$ cat src/rtl/sub_bytes_if.sv
// -----------------------------------------------------------------------------
// sub_bytes_if
//
// Purpose : groups the state-in / state-out valid-ready handshakes of
//           sub_bytes_seq into one bundle.
//
// Signals :
//   in_valid   producer -> block   in_state is valid
//   in_ready   block -> producer   block can accept a state
//   in_state   producer -> block   128-bit AES state, byte k = [127-8k -: 8]
//   out_valid  block -> consumer   out_state is valid
//   out_ready  consumer -> block   consumer takes out_state
//   out_state  block -> consumer   substituted state, same byte ordering
//
// Modports:
//   master  the side that supplies states and consumes results
//   slave   the sub_bytes_seq side
// -----------------------------------------------------------------------------
interface sub_bytes_if;

  logic         in_valid;
  logic         in_ready;
  logic [127:0] in_state;
  logic         out_valid;
  logic         out_ready;
  logic [127:0] out_state;

  modport master (
    output in_valid,
    output in_state,
    output out_ready,
    input  in_ready,
    input  out_valid,
    input  out_state
  );

  modport slave (
    input  in_valid,
    input  in_state,
    input  out_ready,
    output in_ready,
    output out_valid,
    output out_state
  );

endinterface : sub_bytes_if

$ cat src/rtl/sub_bytes_seq.sv
// -----------------------------------------------------------------------------
// sub_bytes_seq
//
// Purpose : applies the AES SubBytes transform to a 128-bit state one byte
//           at a time through a shared, externally registered byte S-box.
//           One state is in flight at a time: accept, issue 16 lookups,
//           drain the S-box pipeline, present the result, repeat.
//
// Parameters:
//   SBOX_LAT  cycles from sb_addr presented to sb_data valid (1 or 2)
//
// Ports:
//   clk       rising-edge clock
//   rst_n     asynchronous active-low reset
//   bus       sub_bytes_if.slave - in_valid/in_ready/in_state and
//             out_valid/out_ready/out_state handshakes
//   sb_addr   byte lookup address to the S-box (8'h00 outside ISSUE)
//   sb_data   S-box result, SBOX_LAT cycles after sb_addr
//   busy      high whenever the FSM is not in IDLE
//
// Build option:
//   SUB_BYTES_SHIFT_ROWS_EN  when defined, each looked-up byte is written to
//                            its ShiftRows destination so out_state becomes
//                            ShiftRows(SubBytes(state)); latency unchanged.
//
// Timing (E0 = accepting edge):
//   cycle k (k = 1..16) drives sb_addr = byte k-1
//   byte j is captured at edge E(j+1+SBOX_LAT)
//   out_valid rises at E(16+SBOX_LAT) and holds until out_ready
// -----------------------------------------------------------------------------
module sub_bytes_seq #(
  parameter int SBOX_LAT = 1
) (
  input  logic         clk,
  input  logic         rst_n,
  sub_bytes_if.slave   bus,
  output logic [7:0]   sb_addr,
  input  logic [7:0]   sb_data,
  output logic         busy
);

  // ---------------------------------------------------------------------------
  // FSM encoding
  // ---------------------------------------------------------------------------
  localparam logic [1:0] IDLE  = 2'd0;
  localparam logic [1:0] ISSUE = 2'd1;
  localparam logic [1:0] DRAIN = 2'd2;
  localparam logic [1:0] DONE  = 2'd3;

  logic [1:0]         state_q;
  logic [1:0]         state_d;

  // Index of the byte being issued in ISSUE.
  logic [3:0]         idx_q;

  // Latched input and accumulated result, one element per state byte.
  // Element [15-k] holds byte k so that packing back to 128 bits keeps
  // byte 0 in the most significant position.
  logic [15:0][7:0]   in_buf_q;
  logic [15:0][7:0]   res_q;

  // Lookup-in-flight tracker: stage i is valid/index for a lookup issued
  // i+1 cycles ago; the last stage lines up with sb_data.
  logic [SBOX_LAT-1:0] pipe_vld_q;
  logic [3:0]          pipe_idx_q [SBOX_LAT];

  logic               accept;
  logic               issue;
  logic               capture;
  logic               last_capture;
  logic [3:0]         cap_idx;
  logic [3:0]         wr_pos;

  // ---------------------------------------------------------------------------
  // Handshake and status decode
  // ---------------------------------------------------------------------------
  // in_ready is also gated by rst_n so that nothing is offered while the
  // block is held in reset.
  assign bus.in_ready  = (state_q == IDLE) && rst_n;
  assign bus.out_valid = (state_q == DONE);
  assign bus.out_state = res_q;
  assign busy          = (state_q != IDLE);

  assign accept        = bus.in_valid && bus.in_ready;
  assign issue         = (state_q == ISSUE);

  assign capture       = pipe_vld_q[SBOX_LAT-1];
  assign cap_idx       = pipe_idx_q[SBOX_LAT-1];
  assign last_capture  = capture && (cap_idx == 4'd15);

  // Address is forced to zero outside ISSUE so the S-box sees a quiet bus.
  assign sb_addr       = issue ? in_buf_q[4'd15 - idx_q] : 8'h00;

  // ---------------------------------------------------------------------------
  // Result write position
  // ---------------------------------------------------------------------------
`ifdef SUB_BYTES_SHIFT_ROWS_EN
  // ShiftRows moves source byte (row r, col c) to column (c - r) mod 4 of
  // the same row. The 2-bit subtraction wraps, giving the mod 4 for free.
  logic [1:0] cap_row;
  logic [1:0] cap_col;
  logic [1:0] dst_col;

  assign cap_row = cap_idx[1:0];
  assign cap_col = cap_idx[3:2];
  assign dst_col = cap_col - cap_row;
  assign wr_pos  = {dst_col, cap_row};
`else
  assign wr_pos  = cap_idx;
`endif

  // ---------------------------------------------------------------------------
  // Next-state logic
  // ---------------------------------------------------------------------------
  always_comb begin
    // NOTE: assigning a default first means every path drives state_d, so no
    // latch is inferred even when no case arm changes it.
    state_d = state_q;
    case (state_q)
      IDLE:    if (accept)            state_d = ISSUE;
      ISSUE:   if (idx_q == 4'd15)    state_d = DRAIN;
      DRAIN:   if (last_capture)      state_d = DONE;
      DONE:    if (bus.out_ready)     state_d = IDLE;
      default:                        state_d = IDLE;
    endcase
  end

  // ---------------------------------------------------------------------------
  // Control state: FSM, issue index, lookup tracker
  // ---------------------------------------------------------------------------
  // NOTE: sequential state uses non-blocking assignment so every register
  // samples pre-edge values, independent of statement order.
  always_ff @(posedge clk or negedge rst_n) begin
    if (!rst_n) begin
      state_q    <= IDLE;
      idx_q      <= 4'd0;
      pipe_vld_q <= '0;
      for (int i = 0; i < SBOX_LAT; i++) begin
        pipe_idx_q[i] <= 4'd0;
      end
    end else begin
      state_q <= state_d;

      if (accept) begin
        idx_q <= 4'd0;
      end else if (issue) begin
        idx_q <= idx_q + 4'd1;
      end

      pipe_vld_q[0] <= issue;
      pipe_idx_q[0] <= idx_q;
      for (int i = 1; i < SBOX_LAT; i++) begin
        pipe_vld_q[i] <= pipe_vld_q[i-1];
        pipe_idx_q[i] <= pipe_idx_q[i-1];
      end
    end
  end

  // ---------------------------------------------------------------------------
  // Result register
  // ---------------------------------------------------------------------------
  // Cleared on reset so out_state reads zero until the first result lands.
  always_ff @(posedge clk or negedge rst_n) begin
    if (!rst_n) begin
      res_q <= '0;
    end else if (capture) begin
      res_q[4'd15 - wr_pos] <= sb_data;
    end
  end

  // ---------------------------------------------------------------------------
  // Input buffer
  // ---------------------------------------------------------------------------
  // NOTE: pure datapath storage with no reset; it is only read in ISSUE,
  // which is always preceded by a load on accept.
  always_ff @(posedge clk) begin
    if (accept) begin
      in_buf_q <= bus.in_state;
    end
  end

endmodule : sub_bytes_seq

$ cat src/flat_wrapper.sv
// flat-port wrapper written by rule: the top's interface ports become plain ports
module sub_bytes_seq_flat 
#(
  parameter int SBOX_LAT = 1
)
  (clk, rst_n, sb_addr, sb_data, busy, bus_in_valid, bus_in_state, bus_out_ready, bus_in_ready, bus_out_valid, bus_out_state);
  sub_bytes_if bus_i ();
  input  logic clk;
  input  logic rst_n;
  output logic [7:0] sb_addr;
  input  logic [7:0] sb_data;
  output logic busy;
  input wire logic [$bits(bus_i.in_valid)-1:0] bus_in_valid;
  input wire logic [$bits(bus_i.in_state)-1:0] bus_in_state;
  input wire logic [$bits(bus_i.out_ready)-1:0] bus_out_ready;
  output wire logic [$bits(bus_i.in_ready)-1:0] bus_in_ready;
  output wire logic [$bits(bus_i.out_valid)-1:0] bus_out_valid;
  output wire logic [$bits(bus_i.out_state)-1:0] bus_out_state;
  assign bus_i.in_valid = bus_in_valid;
  assign bus_i.in_state = bus_in_state;
  assign bus_i.out_ready = bus_out_ready;
  assign bus_in_ready = bus_i.in_ready;
  assign bus_out_valid = bus_i.out_valid;
  assign bus_out_state = bus_i.out_state;
  sub_bytes_seq #(.SBOX_LAT(SBOX_LAT)) u_core (.clk(clk), .rst_n(rst_n), .bus(bus_i), .sb_addr(sb_addr), .sb_data(sb_data), .busy(busy));
endmodule
$ cat config.mk
export PLATFORM = sky130hd
export DESIGN_NAME = sub_bytes_seq_flat
export DESIGN_NICKNAME = d
export VERILOG_FILES = /design/src/rtl/sub_bytes_if.sv /design/src/rtl/sub_bytes_seq.sv /design/src/flat_wrapper.sv
export SDC_FILE = /design/constraint.sdc
export NUM_CORES = 1
export LEC_CHECK = 0
export CELL_PAD_IN_SITES_DETAIL_PLACEMENT = 0
export CELL_PAD_IN_SITES_GLOBAL_PLACEMENT = 2
export CORE_MARGIN = 2
export CORE_UTILIZATION = 37
export CTS_BUF_LIST = sky130_fd_sc_hd__clkbuf_16
export DETAILED_ROUTE_END_ITERATION = 10
export GPL_ROUTABILITY_DRIVEN = 0
export PLACE_DENSITY_LB_ADDON = 0.1
export SYNTH_ARGS = -nofsm -noshare
export SYNTH_HDL_FRONTEND = slang
export SYNTH_SLANG_ARGS = --single-unit
$ cat constraint.sdc
create_clock -name clk -period 7.5 [get_ports clk]
set_input_delay 2.25 -clock clk [delete_from_list [all_inputs] [get_ports clk]]
set_output_delay 2.25 -clock clk [all_outputs]
set_load 0.03 [all_outputs]
==> Implementation_results.wiki, run 1 <==
{| class="wikitable"
! Metric !! Value
|-
| Chip width || 171 microns
|-
| Post-Route WL || 25,200 microns
|-
| Floorplan die area || 29,300 sq um
|-
| Area of the core || 27,600 sq um
|-
| Number of remaining DRC errors || 0
|-
| Total of buffers placed on input and output ports || 278
|-
| LEAKAGE || 0.00568 uW
|-
| Number of diodes || 0
|-
| Global-route wire length before repair || 38,200 microns
|-
| Area growth, synth to finish || 39.6%
|-
| Count of boundary I/O pins || 279
|-
| YS warnings || 0
|-
| Library cell contributing the largest single delay on the critical path || sky130_fd_sc_hd__dfrtp_2
|-
| Total of cells resized after clock tree synthesis || 0
|-
| Setup repair after global routing missed its margin || no
|-
| Vias in the first global route || 6,508
|-
| Area of combinational cells with multiple inputs || 2860 sq um
|-
| Required time of the critical path || 5250 ps
|-
| Start of the worst register-to-register path || u_core.state_q[0]
|-
| Top cell family by delay on the critical path || flip-flops
|-
| Cell area after synthesis || 10,300 sq um
|-
| HPWL Detailed || 18,000 microns
|-
| Biggest area consumer among synthesized cells || sky130_fd_sc_hd__edfxtp_1
|-
| Routed via count || 6,033
|-
| Syn_area_per_cell || 17.8 sq um
|-
| Routed length per instance || 19.9 microns
|-
| Maximum number of pins on one net before global-route repair || 86
|-
| Number of antenna violations at the first check in global routing || 0
|-
| Clock buffer count from CTS || 29
|-
| Final number of max-transition violations || 0
|-
| Height of the die || 171 microns
|-
| Count of distinct cell types in the synthesized netlist || 34
|-
| Final clock skew || 21.1 ps
|-
| Slew at the pin with the worst max-slew slack || 1110 ps
|-
| Total power divided by cell area || 390 nW/um^2
|-
| Finished Core Util || 52.3%
|-
| Source of the critical timing path || u_core.idx_q[1]
|-
| Critical Setup Path Class || reg2out
|-
| Initial standard-cell utilization of the core || 37.5%
|-
| DRT Pass-1 Iters || 4
|-
| PnR Total Power || 5640 uW
|-
| Max cap viols || 0
|-
| Number of nets in the final layout || 1,011
|-
| Number of fill cells || 2,277
|-
| Share of the yosys chip area belonging to registers || 70.7%
|-
| Buffers from clock root to sink, at most || 3
|-
| ANT nets after route || 0
|-
| Worst stage delay on the critical path || 970 ps
|-
| Fraction of layout cells with a size suffix above 1 || 20.4%
|-
| GR Overflow Total || 0
|-
| Hold-fix buffers at CTS || 0
|-
| Setup repair bufs after CTS || 0
|-
| Root buffer selected by CTS || sky130_fd_sc_hd__clkbuf_16
|-
| VDD IR max || 0.146 mV
|-
| Register clock-pin slew on the reported worst setup and hold paths || 60 ps
|-
| Aggregate global-route resource usage || 17.2%
|-
| TritonCTS clock tree || done
|-
| Main area contributors after synthesis || sky130_fd_sc_hd__edfxtp_1 37%, sky130_fd_sc_hd__dfrtp_1 34%, sky130_fd_sc_hd__mux2_2 9.2%, sky130_fd_sc_hd__mux2_1 3.8%, sky130_fd_sc_hd__mux4_2 3.5%
|-
| Synthesized flop and latch total || 267
|-
| Number of cells produced by synthesis || 582
|-
| Final critical delay including setup and external delays || 5530 ps
|-
| Maximum fanout along the worst path || 38
|-
| Per-cell via count in the routed design || 4.77
|-
| Slew HR || 26.2%
|-
| Violation count after the first detailed-route iteration || 306
|-
| Kind of start point of the critical path || register
|-
| Data arrival time of the worst path || 3280 ps
|-
| Sequential cell area || 7320 sq um
|-
| TritonCTS sink count || 267
|-
| Total count of hold-check failures in the final report || 0
|-
| Path category of the worst min-delay check || reg2reg
|-
| Worst Min Path Start || u_core.bus.out_state[76]
|-
| Clk_lat worst skew || 550 ps
|-
| Result of the run || finished, final reports clean
|-
| Worst path bufs/invs || 1
|-
| Setup tns final || 0 ps
|-
| Final number of setup-violating endpoints || 0
|-
| Period Utilization, post-route || 73.7%
|-
| Ordered cell list for the critical path || nor2b_1, a22oi_1, o211ai_1, o21ai_0, clkdlybuf4s50_1
|-
| Level count of the clock H-tree || 1
|-
| Share of Yosys cell area claimed by the top area cell type || 37.1%
|-
| Total nets after synthesis || 728
|-
| Maximum clock frequency || 0.181 GHz
|-
| Number of cell rows || 61
|-
| Setup crit end kind || output pin
|}
synth_stat cells:
cell type and n:
sky130_fd_sc_hd__buf_2 8, sky130_fd_sc_hd__inv_1 5, sky130_fd_sc_hd__nor2_1 13, sky130_fd_sc_hd__mux2_1 35, sky130_fd_sc_hd__nor3b_2 1, sky130_fd_sc_hd__a222oi_1 1, sky130_fd_sc_hd__a21oi_1 7, sky130_fd_sc_hd__nand3_1 2
sky130_fd_sc_hd__o21ai_0 15, sky130_fd_sc_hd__mux2i_1 27, sky130_fd_sc_hd__dfrtp_1 139, sky130_fd_sc_hd__mux4_2 16, sky130_fd_sc_hd__xor2_1 1, sky130_fd_sc_hd__nor2b_1 2, sky130_fd_sc_hd__nand3b_1 4, sky130_fd_sc_hd__or3_1 3
sky130_fd_sc_hd__ha_1 6, sky130_fd_sc_hd__xnor2_1 2, sky130_fd_sc_hd__a22oi_1 8, sky130_fd_sc_hd__clkbuf_1 14, sky130_fd_sc_hd__a31oi_1 1, sky130_fd_sc_hd__o211ai_1 9, sky130_fd_sc_hd__buf_1 2, sky130_fd_sc_hd__and3_1 2
sky130_fd_sc_hd__mux2_4 16, sky130_fd_sc_hd__nand2_1 8, sky130_fd_sc_hd__nand2b_1 3, sky130_fd_sc_hd__buf_4 4, sky130_fd_sc_hd__buf_6 2, sky130_fd_sc_hd__edfxtp_1 128, sky130_fd_sc_hd__nand3_2 1, sky130_fd_sc_hd__and2_1 3
sky130_fd_sc_hd__mux2_2 85, sky130_fd_sc_hd__nor2_2 9
placed cells by master (no fill, tap or decap), types with 9 or more instances in the layout:
cell                                n
sky130_fd_sc_hd__mux2i_1           27
sky130_fd_sc_hd__dfrtp_1          137
sky130_fd_sc_hd__clkbuf_16         29
sky130_fd_sc_hd__nor2_1            13
sky130_fd_sc_hd__edfxtp_1         128
sky130_fd_sc_hd__mux2_2            85
sky130_fd_sc_hd__mux4_2            16
sky130_fd_sc_hd__mux2_1            35
sky130_fd_sc_hd__mux2_4            16
sky130_fd_sc_hd__nor2_2             9
sky130_fd_sc_hd__o211ai_1           9
sky130_fd_sc_hd__clkdlybuf4s50_1  277
sky130_fd_sc_hd__o21ai_0           15
worst paths after layout:
| check | end | depth (start not counted) | slack (ps) |
|---|---|---|---|
| max reg2reg | u_core.in_buf_q[65] | 4 | 4710 |
| max in group asynchronous | u_core.bus.out_state[119] | 3 | 4120 |
| min reg2reg | u_core.bus.out_state[76] | 1 | 480 |
| min in group asynchronous | u_core.bus.out_state[27] | 2 | 1940 |
| min | u_core.bus.out_state[76] | 1 | 480 |
| max | sb_addr[4] | 5 | 1970 |
metrics by stage:
step | instances | instance area [sq um] | worst slack [ps] | hold slack (ps)
5_1_grt | 1266 | 14400 | 1740 | 503
4_1_cts | 1266 | 14400 | 1830 | 487
3_5_place_dp | 1212 | 13500 | 2130 | 474
2_1_floorplan | 582 | 10300 | 1000 | 373
6_report | 1266 | 14400 | 1970 | 482
3_3_place_gp | 1212 | 13500 | 2120 | 471
layout make-up:
| class | count | share of cell area [%] |
|---|---|---|
| Timing Repair Buffer | 282 | 19.5 |
| Sequential cell | 267 | 50.7 |
| Multi-Input combinational cell | 280 | 19.8 |
| Clock buffer | 29 | 5.02 |
| Clock inverter | 25 | 1.58 |
| Inverter | 5 | 0.130 |
| Tap cell | 378 | 3.27 |
report_power, final:
part	leakage, uW	switching [uW]	internal [uW]
clock network	0.000487	568	841
registers	0.00293	252	1900
logic	0.00226	1110	965
total	0.00568	1930	3710
registers in the layout, summed over array words and instances (netlist names):
register,flops
u_core.capture,1
u_core.in_buf_q,128
u_core.bus.out_state,128
u_core.cap_idx,4
u_core.idx_q,4
u_core.state_q,2
cells by family after synthesis:
| family | after synthesis | synth area share (%) |
|---|---|---|
| AO/OA/AOI/OAI | 41 | 2.45 |
| XOR/XNOR | 3 | 0.254 |
| adder cells (fa/ha/maj) | 6 | 0.725 |
| buffers and inverters | 35 | 1.66 |
| flip-flops | 267 | 70.7 |
| multiplexers | 179 | 21.5 |
| AND/OR/NAND/NOR | 51 | 2.70 |
worst reg2reg max path: cells and delay by family, from the launching register on:
family                     cells  cell delay [ps]
and+or+nand+nor                1              950
buffers and inverters          2              800
adders and majority gates      1              250
DFF                            1              400
metal layers:
| layer | GRT usage, % | wire length [microns] | vias to the layer above |
|---|---|---|---|
| met5 | 0 | 0 | - |
| met4 | 3.94 | 517 | 0 |
| met3 | 3.87 | 1770 | 41 |
| met2 | 29.4 | 12400 | 213 |
| met1 | 22.5 | 10500 | 3030 |
| li1 | - | - | 2749 |
Note: power is estimated with default switching activity, not from simulation.
==> run 2: changes to the inputs <==
--- a/config.mk
+++ b/config.mk
@@ -8,7 +8,7 @@
 export CELL_PAD_IN_SITES_DETAIL_PLACEMENT = 0
 export CELL_PAD_IN_SITES_GLOBAL_PLACEMENT = 2
 export CORE_MARGIN = 2
-export CORE_UTILIZATION = 37
+export CORE_UTILIZATION = 34
 export CTS_BUF_LIST = sky130_fd_sc_hd__clkbuf_16
 export DETAILED_ROUTE_END_ITERATION = 10
 export GPL_ROUTABILITY_DRIVEN = 0
==> constraint.sdc (replaced) <==
create_clock -name clk -period 5.2 [get_ports clk]
set_input_delay 1.56 -clock clk [delete_from_list [all_inputs] [get_ports clk]]
set_output_delay 1.56 -clock clk [all_outputs]
set_load 0.03 [all_outputs]
==> Implementation_results.wiki, run 2 (same netlist as run 1, synthesis figures left out) <==
{| class="wikitable"
! Metric !! Value
|-
| Result of the run || finished, final reports clean
|-
| Root buffer selected by CTS || sky130_fd_sc_hd__clkbuf_16
|-
| Area of the core || 29,800 sq um (+7.8%)
|-
| Number of fill cells || 2,593 (+14%)
|-
| Total power divided by cell area || 566 nW/um^2 (+45%)
|-
| Final clock skew || 9.51 ps (-11.6 ps)
|-
| GR Overflow Total || 0 (unchanged)
|-
| Level count of the clock H-tree || 1 (unchanged)
|-
| Initial standard-cell utilization of the core || 34.7% (-2.7 points)
|-
| Clk_lat worst skew || 540 ps (about the same)
|-
| PnR Total Power || 8230 uW (+46%)
|-
| Met3 Track Usage GR || 3.84% (-0.029 points)
|-
| Height of the die || 178 microns (+4.2%)
|-
| Routed via count || 6,077 (+0.73%)
|-
| Final critical delay including setup and external delays || 4800 ps
|-
| Slew HR || 29.9% (+3.7 points)
|-
| Setup repair after global routing missed its margin || no
|-
| Finished Core Util || 48.8% (-3.5 points)
|-
| Setup crit end kind || output pin
|-
| Number of remaining DRC errors || 0 (unchanged)
|-
| Top cell family by delay on the critical path || buffers and inverters
|-
| Setup repair bufs after CTS || 0 (unchanged)
|-
| Number of nets in the final layout || 1,014 (+0.30%)
|-
| Final number of setup-violating endpoints || 0 (unchanged)
|-
| Slew at the pin with the worst max-slew slack || 1050 ps (-55.7 ps)
|-
| Maximum number of pins on one net before global-route repair || 88 (+2.3%)
|-
| Met2 GRT Util || 27.8% (-1.6 points)
|-
| Data arrival time of the worst path || 3240 ps (-40 ps)
|-
| Period Utilization, post-route || 92.3%
|-
| Required time of the critical path || 3640 ps (-1610 ps)
|-
| Worst path bufs/invs || 2 (+1)
|-
| Aggregate global-route resource usage || 16.3% (-0.90 points)
|-
| ANT nets after route || 0 (unchanged)
|-
| Violation count after the first detailed-route iteration || 319 (+4.2%)
|-
| Chip width || 178 microns (+4.2%)
|-
| Fraction of layout cells with a size suffix above 1 || 20.7% (+0.27 points)
|-
| Library cell contributing the largest single delay on the critical path || sky130_fd_sc_hd__clkdlybuf4s50_1
|-
| Vias in the first global route || 6,655 (+2.3%)
|-
| GR met1 Demand/Resource || 20.8% (-1.7 points)
|-
| TritonCTS clock tree || done
|-
| Path category of the worst min-delay check || reg2reg
|-
| Global-route wire length before repair || 39,200 microns (+2.6%)
|-
| Total of cells resized after clock tree synthesis || 0 (unchanged)
|-
| GR peak layer || met2
|-
| LEAKAGE || 0.00571 uW (+0.66%)
|-
| Total count of hold-check failures in the final report || 0 (unchanged)
|-
| Worst stage delay on the critical path || 730 ps (-240 ps)
|-
| Hold-fix buffers at CTS || 0 (unchanged)
|-
| Floorplan die area || 31,900 sq um (+8.6%)
|-
| Number of cell rows || 63 (+3.3%)
|-
| Setup tns final || 0 ps (unchanged)
|-
| Count of boundary I/O pins || 279 (unchanged)
|-
| Kind of start point of the critical path || register
|-
| Most frequent cells in the layout || 277 x sky130_fd_sc_hd__clkdlybuf4s50_1, 137 x sky130_fd_sc_hd__dfrtp_1, 128 x sky130_fd_sc_hd__edfxtp_1
|-
| Clock buffer count from CTS || 30 (+3.4%)
|-
| TritonCTS sink count || 267 (unchanged)
|-
| Area growth, synth to finish || 40.5%
|-
| Total of buffers placed on input and output ports || 278 (unchanged)
|-
| DRT Pass-1 Iters || 4 (unchanged)
|-
| Most common cell after layout, fill and taps aside || sky130_fd_sc_hd__clkdlybuf4s50_1
|-
| Final number of max-transition violations || 0 (unchanged)
|-
| VDD IR max || 0.246 mV (+69%)
|-
| Buffers from clock root to sink, at most || 3 (unchanged)
|-
| Number of diodes || 0 (unchanged)
|-
| Routed length per instance || 20.4 microns (+2.4%)
|-
| Ordered cell list for the critical path || inv_1, ha_1, nor2b_1, o211ai_1, o21ai_0, clkdlybuf4s50_1
|-
| Per-cell via count in the routed design || 4.74 (-0.45%)
|-
| Number of antenna violations at the first check in global routing || 1 (+1)
|-
| Maximum clock frequency || 0.208 GHz
|-
| Post-Route WL || 26,100 microns (+3.6%)
|-
| Max cap viols || 0 (unchanged)
|-
| Register clock-pin slew on the reported worst setup and hold paths || 60 ps (about the same)
|-
| Maximum fanout along the worst path || 8 (-79%)
|-
| HPWL Detailed || 18,900 microns (+5.4%)
|-
| Critical Setup Path Class || reg2out
|}
[run 2: changes by cell type in the layout (fill, tap and decap cells not counted), sizes merged]
cell,previous run,this run
clkinv,17,10
clkinvlp,0,3
buf,5,7
clkbuf,29,31
inv,9,12
[run 2: report_power, final]
group	switching (uW)	internal, uW
clock network	825	1270
registers	378	2750
logic	1590	1410
[run 2: area by class of cell]
class | count | area, sq um | area share [%]
clock inverter | 24 | 223 | 1.53
clock buffer | 31 | 776 | 5.33
tap | 390 | 488 | 3.35
sequential | 267 | 7320 | 50.4
timing repair buffer | 284 | 2850 | 19.6
multi-input combinational | 280 | 2860 | 19.7
inverter | 5 | 18.8 | 0.129
[run 2: metal layers]
metal	wire, microns	part of all wire (%)	vias up
met4	620	2.4	0
li1	-	-	2753
met5	0	0	-
met2	12700	49	224
met1	10800	41	3060
met3	1920	7.4	40
[run 2: worst paths after layout]
check,start,to,slack (ps),depth (start not counted)
min in group asynchronous,rst_n,u_core.bus.out_state[19],1160,2
hold reg to reg,u_core.bus.out_state[62],u_core.bus.out_state[62],490,1
max in group asynchronous,rst_n,u_core.bus.out_state[72],2500,3
hold / removal,u_core.bus.out_state[62],u_core.bus.out_state[62],490,1
setup / recovery,u_core.state_q[1],sb_addr[3],400,6
setup reg to reg,u_core.state_q[0],u_core.in_buf_q[17],2850,4
[run 2: per-stage QoR]
step	hold slack, ps	setup slack [ps]	cell area, sq um	instances
detailed placement	479	887	13500	1226
global placement	470	961	13500	1226
CTS	493	309	14500	1281
finish	488	401	14500	1281
global route	506	201	14500	1281
floorplan	373	1390	10400	582
==> run 3: changes to the inputs <==
--- a/config.mk
+++ b/config.mk
@@ -10,6 +10,7 @@
 export CORE_MARGIN = 2
 export CORE_UTILIZATION = 34
 export CTS_BUF_LIST = sky130_fd_sc_hd__clkbuf_16
+export CTS_CLUSTER_SIZE = 40
 export DETAILED_ROUTE_END_ITERATION = 10
 export GPL_ROUTABILITY_DRIVEN = 0
 export PLACE_DENSITY_LB_ADDON = 0.1
==> results of run 3 <==
No change in the layout: final DEF, timing and power equal those of run 2.
